`src/rtl/even_odd_pkg.sv`:
```
// Shared types and default widths for the even/odd operand stream generator.
package even_odd_pkg;

   typedef enum logic [1:0] {
      MODE_ALL  = 2'b00,
      MODE_EVEN = 2'b01,
      MODE_ODD  = 2'b10,
      MODE_RSVD = 2'b11
   } mode_t;

   typedef enum logic [1:0] {
      S_IDLE = 2'b00,
      S_RUN  = 2'b01,
      S_DONE = 2'b10
   } state_t;

   localparam int DEF_WIDTH = 8;
   localparam int DEF_CNT_W = 8;

endpackage

```
`src/rtl/even_odd_step.sv`:
```
// Next-value generator: parity fix-up of the seed on the first value, else +1 (all) or +2 (even/odd).
// Purely combinational; wraps mod 2^WIDTH, which never changes parity.
module even_odd_step
   import even_odd_pkg::*;
#(
   parameter int WIDTH = DEF_WIDTH
) (
   input  logic [WIDTH-1:0] cur,
   input  logic [1:0]       mode,
   input  logic             first,
   output logic [WIDTH-1:0] nxt
);

   mode_t mode_e;
   logic  filtered;
   logic  wrong_parity;

   always_comb begin
      mode_e       = mode_t'(mode);
      filtered     = (mode_e == MODE_EVEN) || (mode_e == MODE_ODD);
      wrong_parity = ((mode_e == MODE_EVEN) &&  cur[0]) ||
                     ((mode_e == MODE_ODD)  && !cur[0]);
      nxt          = cur;
      if (first) begin
         if (wrong_parity) nxt = cur + WIDTH'(1);
      end else if (filtered) begin
         nxt = cur + WIDTH'(2);
      end else begin
         nxt = cur + WIDTH'(1);
      end
   end

endmodule

```
`src/rtl/even_odd_stream_gen.sv`:
```
// Streams count values from seed filtered by parity over valid/ready; first value one cycle after start.
// out_data is held while out_valid && !out_ready; done pulses one cycle after the last transfer.
module even_odd_stream_gen
   import even_odd_pkg::*;
#(
   parameter int WIDTH = DEF_WIDTH,
   parameter int CNT_W = DEF_CNT_W
) (
   input  logic             clk,
   input  logic             rst_n,
   input  logic             start,
   input  logic [1:0]       mode,
   input  logic [WIDTH-1:0] seed,
   input  logic [CNT_W-1:0] count,
   output logic             busy,
   output logic             out_valid,
   input  logic             out_ready,
   output logic [WIDTH-1:0] out_data,
   output logic             out_even,
   output logic             out_odd,
   output logic             done,
   output logic [CNT_W-1:0] even_total,
   output logic [CNT_W-1:0] odd_total
);

   state_t           state_q, state_d;
   mode_t            mode_q, mode_d;
   logic [CNT_W-1:0] rem_q, rem_d;
   logic [WIDTH-1:0] data_q, data_d;
   logic [CNT_W-1:0] even_total_q, even_total_d;
   logic [CNT_W-1:0] odd_total_q, odd_total_d;

   logic [WIDTH-1:0] step_cur;
   logic [1:0]       step_mode;
   logic             step_first;
   logic [WIDTH-1:0] step_nxt;

   // One step unit serves both the seed fix-up (in IDLE) and the per-transfer advance.
   assign step_first = (state_q == S_IDLE);
   assign step_cur   = step_first ? seed : data_q;
   assign step_mode  = step_first ? mode : mode_q;

   even_odd_step #(.WIDTH(WIDTH)) u_step (
      .cur   (step_cur),
      .mode  (step_mode),
      .first (step_first),
      .nxt   (step_nxt)
   );

   always_comb begin
      state_d      = state_q;
      mode_d       = mode_q;
      rem_d        = rem_q;
      data_d       = data_q;
      even_total_d = even_total_q;
      odd_total_d  = odd_total_q;
      case (state_q)
         S_IDLE: begin
            if (start) begin
               even_total_d = '0;
               odd_total_d  = '0;
               if (count == '0) begin
                  state_d = S_DONE;
               end else begin
                  state_d = S_RUN;
                  mode_d  = mode_t'(mode);
                  rem_d   = count;
                  data_d  = step_nxt;
               end
            end
         end
         S_RUN: begin
            if (out_ready) begin
               rem_d  = rem_q - CNT_W'(1);
               data_d = step_nxt;
               if (data_q[0]) odd_total_d  = odd_total_q + CNT_W'(1);
               else           even_total_d = even_total_q + CNT_W'(1);
               if (rem_q == CNT_W'(1)) state_d = S_DONE;
            end
         end
         S_DONE:  state_d = S_IDLE;
         default: state_d = S_IDLE;
      endcase
   end

   always_ff @(posedge clk or negedge rst_n) begin
      if (!rst_n) begin
         state_q      <= S_IDLE;
         mode_q       <= MODE_ALL;
         rem_q        <= '0;
         data_q       <= '0;
         even_total_q <= '0;
         odd_total_q  <= '0;
      end else begin
         state_q      <= state_d;
         mode_q       <= mode_d;
         rem_q        <= rem_d;
         data_q       <= data_d;
         even_total_q <= even_total_d;
         odd_total_q  <= odd_total_d;
      end
   end

   assign busy       = (state_q != S_IDLE);
   assign out_valid  = (state_q == S_RUN);
   assign done       = (state_q == S_DONE);
   assign out_data   = data_q;
   assign out_even   = ~data_q[0];
   assign out_odd    = data_q[0];
   assign even_total = even_total_q;
   assign odd_total  = odd_total_q;

endmodule

```
`config.mk`:
```
export PLATFORM = sky130hd
export DESIGN_NAME = even_odd_stream_gen
export DESIGN_NICKNAME = d
export VERILOG_FILES = /design/src/rtl/even_odd_pkg.sv /design/src/rtl/even_odd_step.sv /design/src/rtl/even_odd_stream_gen.sv
export SDC_FILE = /design/constraint.sdc
export NUM_CORES = 1
export LEC_CHECK = 0
export ABC_AREA = 0
export CORE_MARGIN = 4
export CORE_UTILIZATION = 51
export DETAILED_ROUTE_END_ITERATION = 10
export GPL_TIMING_DRIVEN = 0
export MAX_ROUTING_LAYER = met4
export PLACE_DENSITY = 0.77
export REMOVE_ABC_BUFFERS = 1
export SLEW_MARGIN = 20
export SYNTH_ARGS = -nofsm -noshare
export SYNTH_HDL_FRONTEND = slang
export SYNTH_HIERARCHICAL = 1
export SYNTH_SLANG_ARGS = --single-unit
```
`constraint.sdc`:
```
create_clock -name clk -period 3.6 [get_ports clk]
set_input_delay 0.72 -clock clk [delete_from_list [all_inputs] [get_ports clk]]
set_output_delay 0.72 -clock clk [all_outputs]
set_load 0.01 [all_outputs]
```
==> results of run 1 <==
## per-stage QoR
stage	instance area (um2)	power, mW	TNS [ps]	setup slack (ps)
finish	3000	2.57	0	451
global route	3000	2.78	0	218
CTS	3000	2.58	0	455
detailed placement	2890	2.22	0	492
global placement	2850	2.16	-219	-120
floorplan	2280	1.73	0	426
## power by group
group	switching (mW)	leakage, nW	total, mW	internal [mW]
registers	0.161	0.461	0.707	0.546
clock network	0.153	0.0541	0.358	0.205
logic	0.744	0.731	1.51	0.763
## path summary, 6_finish.rpt
check | slack [ps] | from | end | cells after the start
min | 360 | rst_n | even_total[4] | 1
max | 450 | state_q[0] | out_data[7] | 10
max reg2reg | 450 | state_q[0] | out_data[7] | 10
min in group clk | 480 | mode_q[0] | mode_q[0] | 2
max in group asynchronous | 2790 | rst_n | state_q[0] | 2
min reg2reg | 480 | mode_q[0] | mode_q[0] | 2
## logic make-up after synthesis
family	after synthesis	share of synthesized area, %
AOI/OAI and AO/OA	62	17.5
xor gates and xnor gates	7	2.60
adders and majority gates	9	5.08
buffers and inverters	25	5.51
DFF	36	38.1
muxes	21	10.9
and+or+nand+nor	83	20.3
## critical path: stages (launching register included)
cell	delay, ps
dfrtp_1	570
nor2_2	490
buf_6	230
mux2_2	390
inv_1	70
ha_1	280
nor2_1	250
a21oi_1	100
nor3b_1	300
xor2_1	110
mux2_4	260
## sequential cells by signal, summed over array words and instances, names as in the netlist
| register | flops |
|---|---|
| out_data | 8 |
| even_total | 8 |
| state_q | 2 |
| mode_q | 2 |
| odd_total | 8 |
| rem_q | 8 |
## Yosys cell counts, types with 2 or more instances
library cell and count:
clkbuf_1 3, inv_1 14, a31oi_1 3, and2_1 2, nor4_4 2, buf_2 2
and3_1 2, nor2_1 11, nand2_1 23, o31ai_1 3, or3_1 6, a211oi_1 2
xnor2_1 6, buf_6 4, o21ai_0 15, or4_1 5, a21o_1 3, mux2_4 7
a21oi_1 19, dfrtp_1 36, o311ai_0 3, nand2b_1 7, ha_1 8, o211ai_1 2
mux2i_1 5, nor3b_1 2, nand3_1 7, nor3_1 4, mux2_2 9, nand4_1 4
## layout make-up
cell class	instances	share of cell area [%]
clock buffer	5	2.30
clock inverter	3	1.42
inverter	14	1.75
multi-input combinational	182	44.5
sequential	36	30.1
tap	52	2.17
timing repair buffer	52	17.8
## routing by layer
metal  track usage (%)  share of wire, %
met5                 -                 0
met4              6.12               1.2
met3              3.78               5.6
met2              28.6                47
met1              23.6                46
==> flow_metrics.tcl, run 1 <==
set metrics [dict create \
    status "completed" \
    power.density_nw_per_um2 858 \
    yosysSeqAreaShare_pct 38.1 \
    ys_types 54 \
    drt_wl_total_mm 5.13 \
    cap_violations 0 \
    hold_violations 0 \
    slew_violations 0 \
    dp_cells 336 \
    cts_tree "yes" \
    numCtsBuffers 5 \
    syn_area_um2 2360 \
    cp_max_fo 16 \
    postSynthCellCount 243 \
    period_minus_slack_ps 3150 \
    grt_max_degree 21 \
    nets 322 \
    ant_nets 0 \
    ir_drop_mv 0.664 \
    cts-root-buf "clkbuf_8" \
    cts_hold_buffers 0 \
    place_hpwl_mm 3.84 \
    place_congestion 0.859 \
    crit_type "reg2reg" \
    seqCellArea_um2 901 \
    boundaryPins 51 \
    clock-sinks 36 \
    required_ps 3770 \
    fmax_mhz 318 \
    fin_cells 344 \
    rows 24 \
    chipWidth_um 76.1 \
    synth_area_leaders "dfrtp_1 38%, mux2_4 4.4%, mux2_2 4.3%, ha_1 4.2%, a21oi_1 4.0%" \
    skew_ps 8.25 \
    n_antenna_cell 0 \
    die_h_um 76.1 \
    slew_headroom_pct 58.7 \
    fin_crit_sh_pct 87.5 \
    synth_top_area_share_pct 38.1 \
    cts_resized 0 \
    syn_to_final_growth_pct 26.9 \
    rsz0062_at_grt "no" \
    cp.arrival_ps 3320 \
    end_kind "flip-flop" \
    drtIter0Drc 116 \
    vias 2042 \
    utilization_pct 67.9 \
    grt_usage_pct 18.3 \
    clk_latency_ps 290 \
    fillers 368 \
    cts-htree-levels 2 \
    grt_pass1_vias 1905 \
    final_common_cell "clkdlybuf4s50_1" \
    fin_hold_ws_ps 355 \
    tightest_slew_ps 619 \
    drive_above_1_share_pct 12.3 \
    antenna_found_initial 0 \
    grt_pass1_wl_mm 8.78 \
    finalSetupViolations 0 \
    synth-edff-count 0 \
    port-buffer-count 50 \
    overflow 0 \
    syn_area_per_cell_um2 9.72 \
    detail_route.vias_per_cell 5.94 \
    ys_async_sr_fraction_pct 100 \
    layout_common_cells "49 x clkdlybuf4s50_1, 36 x dfrtp_1, 23 x nand2_1, 19 x a21oi_1, 15 x o21ai_0" \
    synth_top_cell_by_area "dfrtp_1" \
    drc 0 \
    multiInputGateArea_um2 1330 \
    cts.clk_slew.worst_paths_ps 80 \
    ys_ff_latch 36 \
    p_leak_nw 1.25 \
    cts_setup_buffers 0 \
    initial_core_util_pct 53.5 \
    synth_warnings 6 \
    hp-class "in2async" \
    clk_path_buf_depth 2 \
    core_um2 4410 \
    firstDrtPassIters 4 \
    critPathLaunchType "flip-flop" \
    dieArea_um2 5790 \
    yosys_most_used_dff "dfrtp_1" \
    wl_per_cell_um 14.9 \
]
(Power assumes the default switching activity.)
==> inputs of run 2 (changes only) <==
ABC_AREA = 1   (was 0)
CORE_UTILIZATION = 53   (was 51)
PLACE_DENSITY = 0.78   (was 0.77)
SETUP_SLACK_MARGIN = 0.15   (was not set)
==> flow_metrics.tcl, run 2 <==
set metrics [dict create \
    clk_path_buf_depth 2 \
    clk_latency_ps 290 \
    core_um2 4790 \
    grt_pass1_vias 2641 \
    crit_type "reg2out" \
    cap_violations 0 \
    numCtsBuffers 5 \
    cts-root-buf "clkbuf_8" \
    firstDrtPassIters 4 \
    drive_above_1_share_pct 7.19 \
    synth-edff-count 0 \
    yosysMostFrequentCell "nand2_1" \
    ant_nets 0 \
    ir_drop_mv 0.452 \
    timing.rr.end "out_data[5]" \
    power.density_nw_per_um2 916 \
    finalInstanceArea_um2 3270 \
    dieArea_um2 6200 \
    die_h_um 78.7 \
    cts_hold_buffers 0 \
    ys_async_sr_fraction_pct 100 \
    fmax_mhz 333 \
    fin_hold_ws_ps 362 \
    fillers 421 \
    utilization_pct 68.3 \
    vias 2739 \
    tightest_slew_ps 957 \
    wl_per_cell_um 12.6 \
    syn_to_final_growth_pct 23.4 \
    yosysSeqAreaShare_pct 34.0 \
    fin_crit_sh_pct 83.3 \
    reg2reg_depth 10 \
    syn_area_per_cell_um2 6.66 \
    end_kind "primary output" \
    timing.final.ws_setup_ps 601 \
    grt_usage_pct 23.0 \
    postSynthCellCount 398 \
    drc 0 \
    grt_pass1_wl_mm 11.2 \
    initial_core_util_pct 55.4 \
    cts_tree "yes" \
    rows 25 \
    drtIter0Drc 140 \
    slew_headroom_pct 36.1 \
    layout_common_cells "144 x nand2_1, 49 x nand3_1, 49 x clkdlybuf4s50_1, 44 x inv_1, 36 x dfrtp_1" \
    p_leak_nw 1.61 \
    drt_wl_total_mm 6.47 \
    ys_types 31 \
    place_hpwl_mm 4.74 \
    ys_top_cells_by_count "144 x nand2_1, 49 x nand3_1, 44 x inv_1" \
    pre_cts_slack_ps 331 \
    finalSetupTns_ps 0 \
    final_common_cell "nand2_1" \
    ys_ff_latch 36 \
    cp.arrival_ps 2280 \
    seqCellArea_um2 901 \
    yosys_most_used_dff "dfrtp_1" \
    n_antenna_cell 0 \
    place_area_um2 3170 \
    synth_top_cell_by_area "dfrtp_1" \
    multiInputGateArea_um2 1490 \
    antenna_found_initial 0 \
    port-buffer-count 50 \
    overflow 0 \
    hp-class "in2async" \
    slew_violations 0 \
    place_congestion 0.854 \
    synth_top_area_share_pct 34.0 \
    status "completed" \
    period_minus_slack_ps 3000 \
    synth_area_leaders "dfrtp_1 34%, nand2_1 20%, nand3_1 9.2%, inv_1 6.2%, o21ai_0 4.2%" \
    rsz0062_at_grt "no" \
    required_ps 2880 \
    detail_route.vias_per_cell 5.35 \
    syn_area_um2 2650 \
    skew_ps 6.77 \
    cp_max_fo 21 \
    clock-sinks 36 \
    grt_max_degree 24 \
    r2r_slack_ps 650 \
    hold_violations 0 \
    cts-htree-levels 2 \
    finalSetupViolations 0 \
    nets 475 \
    timing.rr.start "state_q[1]" \
    cts.clk_slew.worst_paths_ps 80 \
    cp-startpoint "state_q[0]" \
    chipWidth_um 78.7 \
    boundaryPins 51 \
    critPathLaunchType "flip-flop" \
    synth_warnings 6 \
]
-- run 2: cell count changes after synthesis, moves of 10 or more --
| cell | delta |
|---|---|
| nand2_1 | +121 |
| nand3_1 | +42 |
| inv_1 | +30 |
| a21oi_1 | -15 |
| nor2_1 | +12 |
| o21ai_1 | +10 |
-- run 2: critical path, cell delays in order (launching register included) --
cell             delay (ps)
dfrtp_1                 480
inv_2                    80
nor2_2                  730
clkdlybuf4s50_1         690
-- run 2: cell families after synthesis --
logic type / synth area share (%)
flops: 34.0
mux: 0.378
fa+ha+maj: 4.53
simple gates: 39.7
compound gates: 10.2
xor+xnor: 0.991
buf+inv: 10.1
-- run 2: area by class of cell --
class	instances	area share [%]
multi-input cells	301	45.4
flip-flops and latches	36	27.5
repair buffers	51	16.0
inverters	49	5.62
well taps	67	2.56
clock buffers	6	2.52
clock inverters	2	0.306
-- run 2: worst max-delay path by stage --
stage / end / slack, ps / depth (start not counted)
2_1_floorplan: out_data[5] / 900 / 10
3_3_place_gp: out_data[6] / 350 / 11
3_5_place_dp: out_data[5] / 330 / 10
4_1_cts: out_data[3] / 270 / 10
5_1_grt: out_data[4] / 340 / 11
6_report: out_valid / 600 / 3
-- run 2: timing repair --
item	CTS	global route
gates resized for setup	0	1
buffers inserted	0	0
endpoints found under the setup margin	0	7
-- run 2: stage by stage --
stage,instances,total power [mW]
floorplan,386,2.05
global placement,503,2.61
detailed placement,504,2.67
CTS,512,2.99
global route,512,3.32
finish,512,3.00
-- run 2: report_power, final --
part	total [mW]	switching (mW)	leakage (nW)	internal, mW
combinational	1.92	1.17	1.10	0.752
sequential	0.769	0.185	0.462	0.584
clock	0.305	0.152	0.0510	0.153
-- run 2: routing by layer --
metal	track usage, %	up-vias	part of all wire, %
met2	38.5	83	48
met3	4.08	9	5.4
met4	7.17	0	1.2
li1	-	1363	-
met1	28.3	1284	45
met5	-	-	0
